### src/rtl/lcd_cmd_sequencer.sv
// lcd_cmd_sequencer
//   Turns LCD command/data bytes into the 4-bit-mode write sequence of an
//   I2C port expander (PCF8574-style: P7..P4 = D7..D4, P3 = backlight,
//   P2 = EN, P1 = RW, P0 = RS). Each byte becomes four expander writes
//   (high nibble with EN high then low, low nibble with EN high then low).
//   Each write is handed to an external I2C write controller and followed
//   by an idle gap. Clear/home commands get an extra long gap.
//
// Build option:
//   LCD_INIT_EN  when defined, the 4-bit init sequence (0x3,0x3,0x3,0x2 nibbles,
//                then 0x28,0x0C,0x06,0x01) runs after power-up, before the
//                first request is accepted.
//
// Ports:
//   clk        sole clock, rising edge
//   reset      synchronous, active-high
//   req_valid  requester has a byte to send
//   req_rs     0 = command, 1 = data
//   req_byte   byte to send to the LCD
//   req_ready  high only in IDLE; byte taken when req_valid & req_ready
//   backlight  expander P3 value, sampled as each write is issued
//   i2c_start  one-cycle start pulse to the I2C write controller
//   i2c_data   {17'b0, I2C_ADDR, expander byte}, stable for a whole write
//   i2c_busy   write controller transfer in progress
//   i2c_done   write controller finished
//   i2c_ack    write controller saw both acks
//   seq_busy   high in every state except IDLE
//   ack_err    sticky: a write ended without ack or timed out
module lcd_cmd_sequencer #(
    parameter logic [6:0]  I2C_ADDR  = 7'h27,
    parameter logic [15:0] GAP_CYC   = 16'd200,
    parameter logic [15:0] LONG_CYC  = 16'd4000,
    parameter logic [19:0] PWRUP_CYC = 20'd50000
) (
    input  logic        clk,
    input  logic        reset,
    input  logic        req_valid,
    input  logic        req_rs,
    input  logic [7:0]  req_byte,
    output logic        req_ready,
    input  logic        backlight,
    output logic        i2c_start,
    output logic [31:0] i2c_data,
    input  logic        i2c_busy,
    input  logic        i2c_done,
    input  logic        i2c_ack,
    output logic        seq_busy,
    output logic        ack_err
);

    typedef enum logic [2:0] {
        PWRUP,
`ifdef LCD_INIT_EN
        INIT,
`endif
        IDLE,
        ISSUE,
        WAIT_BUSY,
        WAIT_DONE,
        GAP
    } state_t;

    localparam logic [19:0] PWRUP_LAST   = PWRUP_CYC - 20'd1;
    localparam logic [15:0] GAP_LAST     = GAP_CYC - 16'd1;
    localparam logic [15:0] LONG_LAST    = LONG_CYC - 16'd1;
    localparam logic [9:0]  BUSY_TO_LAST = 10'd1023;

    state_t      state;
    logic [1:0]  phase;     // 0: hi/EN=1, 1: hi/EN=0, 2: lo/EN=1, 3: lo/EN=0
    logic [19:0] cnt;       // shared by power-up wait, busy timeout and gap
    logic        gap_ext;   // GAP is in its second (LONG_CYC) stretch
    logic [7:0]  cur_byte;
    logic        cur_rs;
    logic        long_cmd;
    logic [15:0] gap_last;

`ifdef LCD_INIT_EN
    logic [3:0]  init_idx;  // next init step; bit 3 set once all steps issued

    function automatic logic [7:0] init_rom(input logic [2:0] idx);
        case (idx)
            3'd0, 3'd1, 3'd2: init_rom = 8'h03;
            3'd3:             init_rom = 8'h02;
            3'd4:             init_rom = 8'h28;
            3'd5:             init_rom = 8'h0C;
            3'd6:             init_rom = 8'h06;
            default:          init_rom = 8'h01;
        endcase
    endfunction
`endif

    // Full I2C word for one write: the phase picks the nibble and EN level.
    function automatic logic [31:0] write_word(input logic [7:0] b, input logic rs,
                                               input logic [1:0] ph, input logic bl);
        logic [3:0] nib;
        nib = ph[1] ? b[3:0] : b[7:4];
        return {17'd0, I2C_ADDR, nib, bl, ~ph[0], 1'b0, rs};
    endfunction

    // Clear (0x01) and home (0x02/0x03) need the long settle time. The
    // single-nibble init steps carry 0x03/0x02 with rs=0, so they also
    // fall in here and get their long gap without extra logic.
    assign long_cmd = !cur_rs && (cur_byte == 8'h01 || cur_byte == 8'h02 || cur_byte == 8'h03);
    assign gap_last = gap_ext ? LONG_LAST : GAP_LAST;

    // NOTE: every register here uses non-blocking assignment, so all of them
    // update together on the edge and the order of statements does not matter.
    always_ff @(posedge clk) begin
        if (reset) begin
            state     <= PWRUP;
            phase     <= 2'd0;
            cnt       <= 20'd0;
            gap_ext   <= 1'b0;
            cur_byte  <= 8'd0;
            cur_rs    <= 1'b0;
            req_ready <= 1'b0;
            i2c_start <= 1'b0;
            i2c_data  <= 32'd0;
            seq_busy  <= 1'b1;
            ack_err   <= 1'b0;
`ifdef LCD_INIT_EN
            init_idx  <= 4'd0;
`endif
        end else begin
            case (state)
                PWRUP: begin
                    if (cnt == PWRUP_LAST) begin
                        cnt <= 20'd0;
`ifdef LCD_INIT_EN
                        state <= INIT;
`else
                        state     <= IDLE;
                        req_ready <= 1'b1;
                        seq_busy  <= 1'b0;
`endif
                    end else begin
                        cnt <= cnt + 20'd1;
                    end
                end

`ifdef LCD_INIT_EN
                // Nibble-only steps start at phase 2 so just the low nibble
                // of the ROM byte goes out as one EN pulse pair.
                INIT: begin
                    cur_byte  <= init_rom(init_idx[2:0]);
                    cur_rs    <= 1'b0;
                    phase     <= init_idx[2] ? 2'd0 : 2'd2;
                    i2c_data  <= write_word(init_rom(init_idx[2:0]), 1'b0,
                                            init_idx[2] ? 2'd0 : 2'd2, backlight);
                    i2c_start <= 1'b1;
                    init_idx  <= init_idx + 4'd1;
                    state     <= ISSUE;
                end
`endif

                IDLE: begin
                    if (req_valid && req_ready) begin
                        cur_byte  <= req_byte;
                        cur_rs    <= req_rs;
                        phase     <= 2'd0;
                        i2c_data  <= write_word(req_byte, req_rs, 2'd0, backlight);
                        i2c_start <= 1'b1;
                        req_ready <= 1'b0;
                        seq_busy  <= 1'b1;
                        state     <= ISSUE;
                    end
                end

                // i2c_start is high for exactly the one cycle spent here.
                ISSUE: begin
                    i2c_start <= 1'b0;
                    cnt       <= 20'd0;
                    state     <= WAIT_BUSY;
                end

                WAIT_BUSY: begin
                    if (i2c_busy) begin
                        state <= WAIT_DONE;
                    end else if (cnt[9:0] == BUSY_TO_LAST) begin
                        ack_err <= 1'b1;
                        cnt     <= 20'd0;
                        gap_ext <= 1'b0;
                        state   <= GAP;
                    end else begin
                        cnt <= cnt + 20'd1;
                    end
                end

                WAIT_DONE: begin
                    if (!i2c_busy && i2c_done) begin
                        if (!i2c_ack) begin
                            ack_err <= 1'b1;
                        end
                        cnt     <= 20'd0;
                        gap_ext <= 1'b0;
                        state   <= GAP;
                    end
                end

                // The long gap is a second stretch after the normal one, so
                // both comparisons stay 16 bits wide.
                GAP: begin
                    if (cnt[15:0] == gap_last) begin
                        cnt <= 20'd0;
                        if (phase == 2'd3 && long_cmd && !gap_ext) begin
                            gap_ext <= 1'b1;
                        end else if (phase != 2'd3) begin
                            phase     <= phase + 2'd1;
                            i2c_data  <= write_word(cur_byte, cur_rs, phase + 2'd1, backlight);
                            i2c_start <= 1'b1;
                            state     <= ISSUE;
                        end else begin
                            phase <= 2'd0;
`ifdef LCD_INIT_EN
                            if (!init_idx[3]) begin
                                state <= INIT;
                            end else begin
                                state     <= IDLE;
                                req_ready <= 1'b1;
                                seq_busy  <= 1'b0;
                            end
`else
                            state     <= IDLE;
                            req_ready <= 1'b1;
                            seq_busy  <= 1'b0;
`endif
                        end
                    end else begin
                        cnt <= cnt + 20'd1;
                    end
                end

                default: state <= PWRUP;
            endcase
        end
    end

endmodule

### config.mk
export PLATFORM = sky130hd
export DESIGN_NAME = lcd_cmd_sequencer
export DESIGN_NICKNAME = d
export VERILOG_FILES = /design/src/rtl/lcd_cmd_sequencer.sv
export SDC_FILE = /design/constraint.sdc
export NUM_CORES = 1
export LEC_CHECK = 0
export ABC_CLOCK_PERIOD_IN_PS = 6250
export BUFFER_PORTS_ARGS = -buffer_cell sky130_fd_sc_hd__buf_4
export CAP_MARGIN = 5
export CORE_MARGIN = 2
export CORE_UTILIZATION = 35
export DETAILED_ROUTE_END_ITERATION = 6
export GPL_ROUTABILITY_DRIVEN = 1
export HOLD_SLACK_MARGIN = 0.08
export PLACE_DENSITY_LB_ADDON = 0.2
export SYNTH_ARGS = -nofsm -noshare
export SYNTH_HDL_FRONTEND = slang
export SYNTH_SLANG_ARGS = --single-unit
### constraint.sdc
create_clock -name clk -period 6.25 [get_ports clk]
set_clock_uncertainty 0.2 [all_clocks]
set_input_delay 0.9375 -clock clk [delete_from_list [all_inputs] [get_ports clk]]
set_output_delay 0.9375 -clock clk [all_outputs]
set_load 0.01 [all_outputs]
==> metrics.md, run 1 <==
| Metric | Value |
|---|---|
| Final ANT Viol Nets | `0` |
| Post-layout worst setup margin | `roughly 3.3 ns` |
| Sinks on the clock net | `47` |
| Count of fill cells added during filler insertion | `about 850` |
| Starting DRT DRC Count | `approximately 150` |
| Kind of path behind the tightest hold check | `flop to flop` |
| TritonCTS buffer count | `5` |
| Aggregate negative setup slack | `0 ns` |
| Drt total wl | `6.97 mm` |
| Startpoint type of the worst setup path | `flop` |
| Die H | `~95 microns` |
| Static power due to leakage | `between 1 and 1.5 nW` |
| Critical path cell sequence | `ha_1, nand3_1, nor3_1, o21ai_0, buf_4, o21ai_1, a22oi_1` |
| Via count | `between 2,000 and 3,000` |
| Design area | `between 3000 and 4000 sq um` |
| Total power after layout | `562 uW` |
| Average vias per placed instance | `approximately 5.4` |
| Critical Setup Path Class | `flop to flop` |
| Last weighted congestion value of the routability-driven placer | `between 0.8 and 0.9` |
| Worst r2r src | `cnt[0]` |
| Hold bufs inserted after CTS | `0` |
| Detailed-route wire length per cell | `around 15 microns` |
| Max-cap violations | `0` |
| Buffer count from post-CTS setup fixing | `0` |
| Worst setup EP type | `flop` |
| Final-layout worst hold slack | `around 0.26 ns` |
| Post-layout instance count excluding filler cells | `around 460` |
| Final Hold Viols | `0` |
| Overall fraction of global-route tracks in use | `16.1%` |
| Number of enable-type register cells in the synthesized netlist | `0` |
| Mapped cell area | `around 2900 sq um` |
| Count of warnings emitted by yosys | `0` |
| Overflow left after global routing | `0` |
| Largest cells by area after synthesis | `sky130_fd_sc_hd__dfxtp_1, sky130_fd_sc_hd__buf_4, sky130_fd_sc_hd__a21oi_1` |
| Outcome | `finished clean` |
| Final core utilization | `approximately two fifths` |
| Worst EP arrival | `between 2 and 3 ns` |
| Count of nets after finishing | `376` |
| Slew Limit Fails | `0` |
| R2r worst-path depth | `7` |
| H-tree levels | `2` |
| Placed Area | `around 3000 sq um` |
| Initial antenna violation count | `0` |
| Worst vdd ir | `a little under 0.1 mV` |
| Clk slew on worst S/H paths | `~0.090 ns` |
| Via count of the first global-routing pass | `2,288` |
| Number of diodes | `0` |
| Total power density per cell area | `around 180 nW/um^2` |
| Final critical-path required period | `just under 3 ns` |
| Clock insertion delay at the later pin of the skew report | `approximately 0.3 ns` |
| Commonest register cell after synthesis | `sky130_fd_sc_hd__dfxtp_1` |
| Maximum fanout encountered on the critical timing path | `13` |
| Sequential share of the synthesized area | `32.7%` |
| Die width | `94.7 microns` |
| Die area | `8960 sq um` |
| Pin slew with the least headroom to its limit | `roughly 0.96 ns` |
| Top-Level Pins | `52` |
| Pre-Repair DR Iteration Count | `4` |
| Cell types with the highest counts after synthesis | `sky130_fd_sc_hd__dfxtp_1, sky130_fd_sc_hd__a21oi_1, sky130_fd_sc_hd__nor2_1` |
| Top achievable clock speed | `~340 MHz` |
| Number of cells traversed by the worst hold path | `2` |
| Fraction of the cycle the final worst path needs | `~47%` |
| Worst Hold Path EP | `req_ready` |
| Fraction of synthesized cell area taken by the top area cell type | `about 33%` |
| Relative max-transition margin | `between 30% and 40%` |
| Hpwl dp | `5.07 mm` |
| Initial Util | `between 30% and 40%` |
| Core Footprint | `roughly 8100 sq um` |
| Clk root buf | `sky130_fd_sc_hd__clkbuf_8` |
| Most frequent cell after synthesis | `sky130_fd_sc_hd__dfxtp_1` |
| Wire length of the first global-routing pass | `11.5 mm` |
| Most area-hungry cell type in the Yosys netlist | `sky130_fd_sc_hd__dfxtp_1` |
| Cell total after placement | `456` |
| Area Overhead vs Synth | `8.31%` |
| FF-to-FF setup slack | `around 3.3 ns` |
| Required @ worst endpoint | `slightly above 6 ns` |
| Port buffer count | `30` |
| Maximum clock insertion buffer count | `2` |
| Mean post-synth cell area | `approximately 8.4 sq um` |
| Post-synthesis cell type count | `between 60 and 70` |
| Ratio of cells with drive above 1 in the final layout | `~16%` |
| Worst reg2reg path endpoint | `cnt[12]` |
| Startpoint of the most critical hold path | `req_ready` |
| Maximum number of pins on one net before global-route repair | `38` |
| Count of unresolved DRC violations after routing | `0` |
| Setup repair after global routing missed its margin | `no` |
| Post-synthesis instance total | `344` |
| Fraction of registers with async set/reset | `0%` |
| Row cnt | `33` |
| Post-cts resize count | `0` |
| Finish-stage setup viols | `0` |
| Flops & latches, synth | `47` |
| Worst-path cell with the longest stage delay | `sky130_fd_sc_hd__o21ai_1` |
| Clock tree from TritonCTS | `done` |
| Max incr delay on CP | `roughly 0.7 ns` |
| Pre-CTS setup slack | `3.35 ns` |
==> how the worst max path moves through the flow <==
stage              from  slack [ns]  endpoint  depth (start not counted)
2_1_floorplan  i2c_busy        3.74   cnt[17]                          5
3_3_place_gp     cnt[3]        3.38   cnt[12]                          6
3_5_place_dp     cnt[0]        3.35   cnt[12]                          7
4_1_cts          cnt[0]        3.33   cnt[12]                          7
5_1_grt          cnt[0]        3.06   cnt[19]                          7
6_report         cnt[0]        3.31   cnt[12]                          7
==> report_power, final <==
group / leakage [nW] / internal [mW] / switching (mW)
Combinational: 0.595 / 0.00979 / 0.0169
Sequential: 0.379 / 0.301 / 0.00168
Clock: 0.0548 / 0.121 / 0.112
==> final cells by class <==
type                    instances  area (sq um)  share of cell area [%]
multi-input cells             260          1640                    52.6
flip-flops and latches         47           941                    30.2
repair buffers                 33           248                    7.95
inverters                      11          41.3                    1.33
clock buffers                   5          68.8                    2.21
well taps                     105           131                    4.22
clock inverters                 3          46.3                    1.49
==> cell families (layout without fill, tap and decap cells) <==
kind of cell | Yosys count | in the layout | synth area share, %
AOI/OAI and AO/OA | 87 | 87 | 20.5
buffers and inverters | 57 | 52 | 12.9
xor gates and xnor gates | 13 | 13 | 3.96
adders and majority gates | 2 | 2 | 0.870
muxes | 14 | 14 | 4.87
DFF | 47 | 47 | 32.7
other | 1 | 21 | 0.130
and+or+nand+nor | 123 | 123 | 24.0
==> metal layers <==
metal	vias up	track usage (%)	wire length [microns]
met5	-	0	0
met1	1188	23.3	3350
met2	68	24.6	3160
met3	11	2.55	348
li1	1236	-	-
met4	0	4.71	110
==> state kept, by name, indices dropped and copies added, names as in the netlist <==
name	flops
i2c_start	1
req_ready	1
gap_ext	1
phase	2
cnt	20
i2c_data	8
ack_err	1
state	3
seq_busy	1
cur_byte	8
cur_rs	1
==> cells in the final DEF (no fill, tap or decap), types with 2 or more instances in the layout <==
cell	instances
sky130_fd_sc_hd__nor2_1	27
sky130_fd_sc_hd__or2_2	3
sky130_fd_sc_hd__o2111ai_1	8
sky130_fd_sc_hd__xnor2_1	10
sky130_fd_sc_hd__o211ai_1	9
sky130_fd_sc_hd__nand2_1	25
sky130_fd_sc_hd__or3_1	2
sky130_fd_sc_hd__nor3b_1	3
sky130_fd_sc_hd__mux2i_1	14
sky130_fd_sc_hd__clkbuf_8	5
sky130_fd_sc_hd__dfxtp_1	47
sky130_fd_sc_hd__a21o_1	2
sky130_fd_sc_hd__nor3_1	11
sky130_fd_sc_hd__o21ai_0	11
sky130_fd_sc_hd__ha_1	2
sky130_fd_sc_hd__buf_4	33
sky130_fd_sc_hd__inv_1	11
sky130_fd_sc_hd__nand4_1	7
sky130_fd_sc_hd__nor4_1	10
sky130_fd_sc_hd__nand2b_1	3
sky130_fd_sc_hd__nor2b_1	5
sky130_fd_sc_hd__nor4b_1	2
sky130_fd_sc_hd__nand3_1	5
sky130_fd_sc_hd__or4_1	5
sky130_fd_sc_hd__xor2_1	3
sky130_fd_sc_hd__o31ai_1	4
sky130_fd_sc_hd__a211oi_1	2
sky130_fd_sc_hd__a21oi_1	36
sky130_fd_sc_hd__and3_1	2
sky130_fd_sc_hd__conb_1	21
==> worst max-delay path, delay by kind of cell (launching register included) <==
kind	cells	cell delay, ns
buffers and inverters	1	0.21
flip-flops	1	0.37
adder cells (fa/ha/maj)	1	0.25
AO/OA/AOI/OAI	3	1.07
AND/OR/NAND/NOR	2	0.71
(Power assumes the default switching activity.)
==> inputs of run 2 (changes only) <==
Settings changed: ABC_AREA set to 1, ABC_CLOCK_PERIOD_IN_PS 6250 to 2550.
Clock period 6.25 ns to 2.55 ns, I/O delays scaled along.
==> run 2 against run 1 <==
Against the previous run:
- sequential cell count is the same
- clock power grew 150%
- register-to-register slack worse by 2.9 ns
- area after synthesis increased by 4.9%
- critical path type unchanged
- largest cell class unchanged
==> metrics.md, run 2 <==
| Metric | Value |
|---|---|
| Registers with the highest flip-flop counts | `cnt x20, cur_byte x8, i2c_data x8` |
| Mean post-synth cell area | `~6.6 sq um` |
| Detailed-route wire length per cell | `~12 microns` |
| Final core utilization | `40.0%` |
| Die H | `96.8 microns` |
| Top-Level Pins | `52` |
| Maximum number of pins on one net before global-route repair | `20` |
| Final Hold Viols | `0` |
| Largest register FFs | `20` |
| Top achievable clock speed | `roughly 470 MHz` |
| Commonest non-fill, non-tap cells in the layout | `sky130_fd_sc_hd__nand2_1, sky130_fd_sc_hd__nor2_1, sky130_fd_sc_hd__dfxtp_1, sky130_fd_sc_hd__a21oi_1, sky130_fd_sc_hd__inv_1` |
| Clk slew on worst S/H paths | `around 0.10 ns` |
| H-tree levels | `2` |
| Fraction of synthesized cell area taken by the top area cell type | `just over 30%` |
| Overflow left after global routing | `0` |
| Switching share of power | `23.9%` |
| Most frequent cell after synthesis | `sky130_fd_sc_hd__nand2_1` |
| Worst EP arrival | `roughly 2.2 ns` |
| Flops & latches, synth | `47` |
| Post-synthesis instance total | `460` |
| Largest cells by area after synthesis | `sky130_fd_sc_hd__dfxtp_1, sky130_fd_sc_hd__nand2_1, sky130_fd_sc_hd__nor2_1` |
| Clk root buf | `sky130_fd_sc_hd__clkbuf_8` |
| Core Footprint | `8300 sq um` |
| Cell types with the highest counts after synthesis | `sky130_fd_sc_hd__nand2_1, sky130_fd_sc_hd__nor2_1, sky130_fd_sc_hd__dfxtp_1` |
| Commonest register cell after synthesis | `sky130_fd_sc_hd__dfxtp_1` |
| Maximum clock insertion buffer count | `2` |
| Relative max-transition margin | `between 60% and 70%` |
| Last weighted congestion value of the routability-driven placer | `0.883` |
| Pre-Repair DR Iteration Count | `4` |
| Row cnt | `33` |
| Maximum fanout encountered on the critical timing path | `14` |
| Combinational group share of total power | `under 10%` |
| Final critical-path required period | `about 2.1 ns` |
| Hpwl dp | `approximately 5.3 mm` |
| Sequential share of the synthesized area | `a little under a third` |
| Buffer count from post-CTS setup fixing | `0` |
| Mapped cell area | `roughly 3000 sq um` |
| Total power density per cell area | `around 420 nW/um^2` |
| Outcome | `finished clean` |
| Kind of path behind the tightest hold check | `input port to flop` |
| Clock share of power | `41.4%` |
| Clock tree from TritonCTS | `done` |
| Count of unresolved DRC violations after routing | `0` |
| TritonCTS buffer count | `5` |
| Die area | `roughly 9400 sq um` |
| Most area-hungry cell type in the Yosys netlist | `sky130_fd_sc_hd__dfxtp_1` |
| Static power due to leakage | `roughly 1.5 nW` |
| Final ANT Viol Nets | `0` |
| Area Overhead vs Synth | `9.95%` |
| Starting DRT DRC Count | `around 150` |
| Most common cell after layout, fill and taps aside | `sky130_fd_sc_hd__nand2_1` |
| Initial antenna violation count | `0` |
| Finish-stage setup viols | `0` |
| Max-cap violations | `0` |
| Worst vdd ir | `approximately 0.24 mV` |
| Final-layout worst hold slack | `0.0891 ns` |
| Via count of the first global-routing pass | `roughly 2,400` |
| Overall fraction of global-route tracks in use | `14.8%` |
| Worst setup EP type | `flop` |
| Number of diodes | `0` |
| Port buffer count | `30` |
| Share of total power in sequential cells | `53.2%` |
| Hold bufs inserted after CTS | `0` |
| Aggregate negative setup slack | `0 ns` |
| Initial Util | `between 30 and 40%` |
| Sinks on the clock net | `between 40 and 50` |
| Register name with the most flops | `cnt` |
| Setup repair after global routing missed its margin | `no` |
| Drt total wl | `between 6 and 7 mm` |
| Required @ worst endpoint | `2.55 ns` |
| Number of enable-type register cells in the synthesized netlist | `0` |
| Sw power | `between 300 and 400 uW` |
| Clock insertion delay at the later pin of the skew report | `between 0.3 and 0.4 ns` |
| Count of warnings emitted by yosys | `0` |
| Fraction of the cycle the final worst path needs | `84.2%` |
| Count of nets after finishing | `499` |
| Ratio of cells with drive above 1 in the final layout | `17.4%` |
| Startpoint type of the worst setup path | `flop` |
| Post-synthesis cell type count | `35` |
| Slew Limit Fails | `0` |
| Pin slew with the least headroom to its limit | `about 0.55 ns` |
| Fraction of registers with async set/reset | `0%` |
| Wire length of the first global-routing pass | `between 10 and 15 mm` |
| Pint | `~1.1 mW` |
| Average vias per placed instance | `roughly 4.7` |
| Critical Setup Path Class | `flop to flop` |
| Die width | `96.8 microns` |
| Post-cts resize count | `0` |
| Via count | `around 2,700` |
[run 2: changes by cell type after synthesis, moves of 10 or more]
cell	previous run	this run
sky130_fd_sc_hd__nor2_2	0	14
sky130_fd_sc_hd__inv_1	11	36
sky130_fd_sc_hd__nor2_1	27	71
sky130_fd_sc_hd__mux2i_1	14	0
sky130_fd_sc_hd__nand3_1	5	30
sky130_fd_sc_hd__nand2_1	25	106
sky130_fd_sc_hd__nor4_1	10	0
[run 2: kinds of logic after synthesis]
| group | share of synthesized area [%] |
|---|---|
| adder cells (fa/ha/maj) | 0.829 |
| other | 0.124 |
| buffers and inverters | 14.6 |
| XOR/XNOR | 2.90 |
| AO/OA/AOI/OAI | 11.5 |
| flip-flops | 31.2 |
| AND/OR/NAND/NOR | 38.8 |
[run 2: power by group through the flow]
stage	logic [mW]	registers, mW	clock network [mW]
floorplan	0.0721	0.759	0
global placement	0.0763	0.760	0
detailed placement	0.0756	0.760	0
CTS	0.0762	0.743	0.598
global route	0.0849	0.744	0.622
finish	0.0761	0.743	0.579
[run 2: cell type report]
class / instances / area (sq um)
Fill cell: 862 / 4980
Timing Repair Buffer: 32 / 240
Sequential cell: 47 / 941
Inverter: 45 / 179
Tap cell: 105 / 131
Clock inverter: 3 / 47.5
Clock buffer: 5 / 68.8
Multi-Input combinational cell: 350 / 1710
[run 2: metal layers]
metal / wire length (microns) / up-vias / GRT usage, %
li1: - / 1458 / -
met1: 3560 / 1218 / 21.8
met2: 3000 / 61 / 22.8
met3: 245 / 7 / 2.31
met4: 80 / 0 / 3.58
met5: 0 / - / 0
[run 2: path summary, 6_finish.rpt]
check / start / slack (ns) / depth (start not counted) / end
min: req_byte[0] / 0.09 / 3 / cur_byte[0]
max: cnt[0] / 0.40 / 11 / i2c_data[4]
min reg2reg: i2c_start / 0.26 / 2 / i2c_start
max reg2reg: cnt[0] / 0.40 / 11 / i2c_data[4]
[run 2: critical path, stage by stage (launching register included)]
cell,delay (ns)
sky130_fd_sc_hd__dfxtp_1,0.43
sky130_fd_sc_hd__ha_1,0.24
sky130_fd_sc_hd__nand2_1,0.07
sky130_fd_sc_hd__inv_1,0.07
sky130_fd_sc_hd__nand2_1,0.05
sky130_fd_sc_hd__nor2_1,0.17
sky130_fd_sc_hd__nand4_1,0.12
sky130_fd_sc_hd__nand2_1,0.23
sky130_fd_sc_hd__buf_4,0.26
sky130_fd_sc_hd__nand3_1,0.10
sky130_fd_sc_hd__nand2_1,0.07
sky130_fd_sc_hd__nor2_1,0.03
[run 2: stage by stage]
stage | setup WS (ns) | instances | cell area [sq um] | total power, mW
detailed placement | 0.422 | 579 | 3200 | 0.836
CTS | 0.396 | 587 | 3320 | 1.42
global placement | 0.482 | 579 | 3200 | 0.836
global route | 0.163 | 587 | 3320 | 1.45
finish | 0.403 | 587 | 3320 | 1.40
floorplan | 0.745 | 480 | 3090 | 0.831
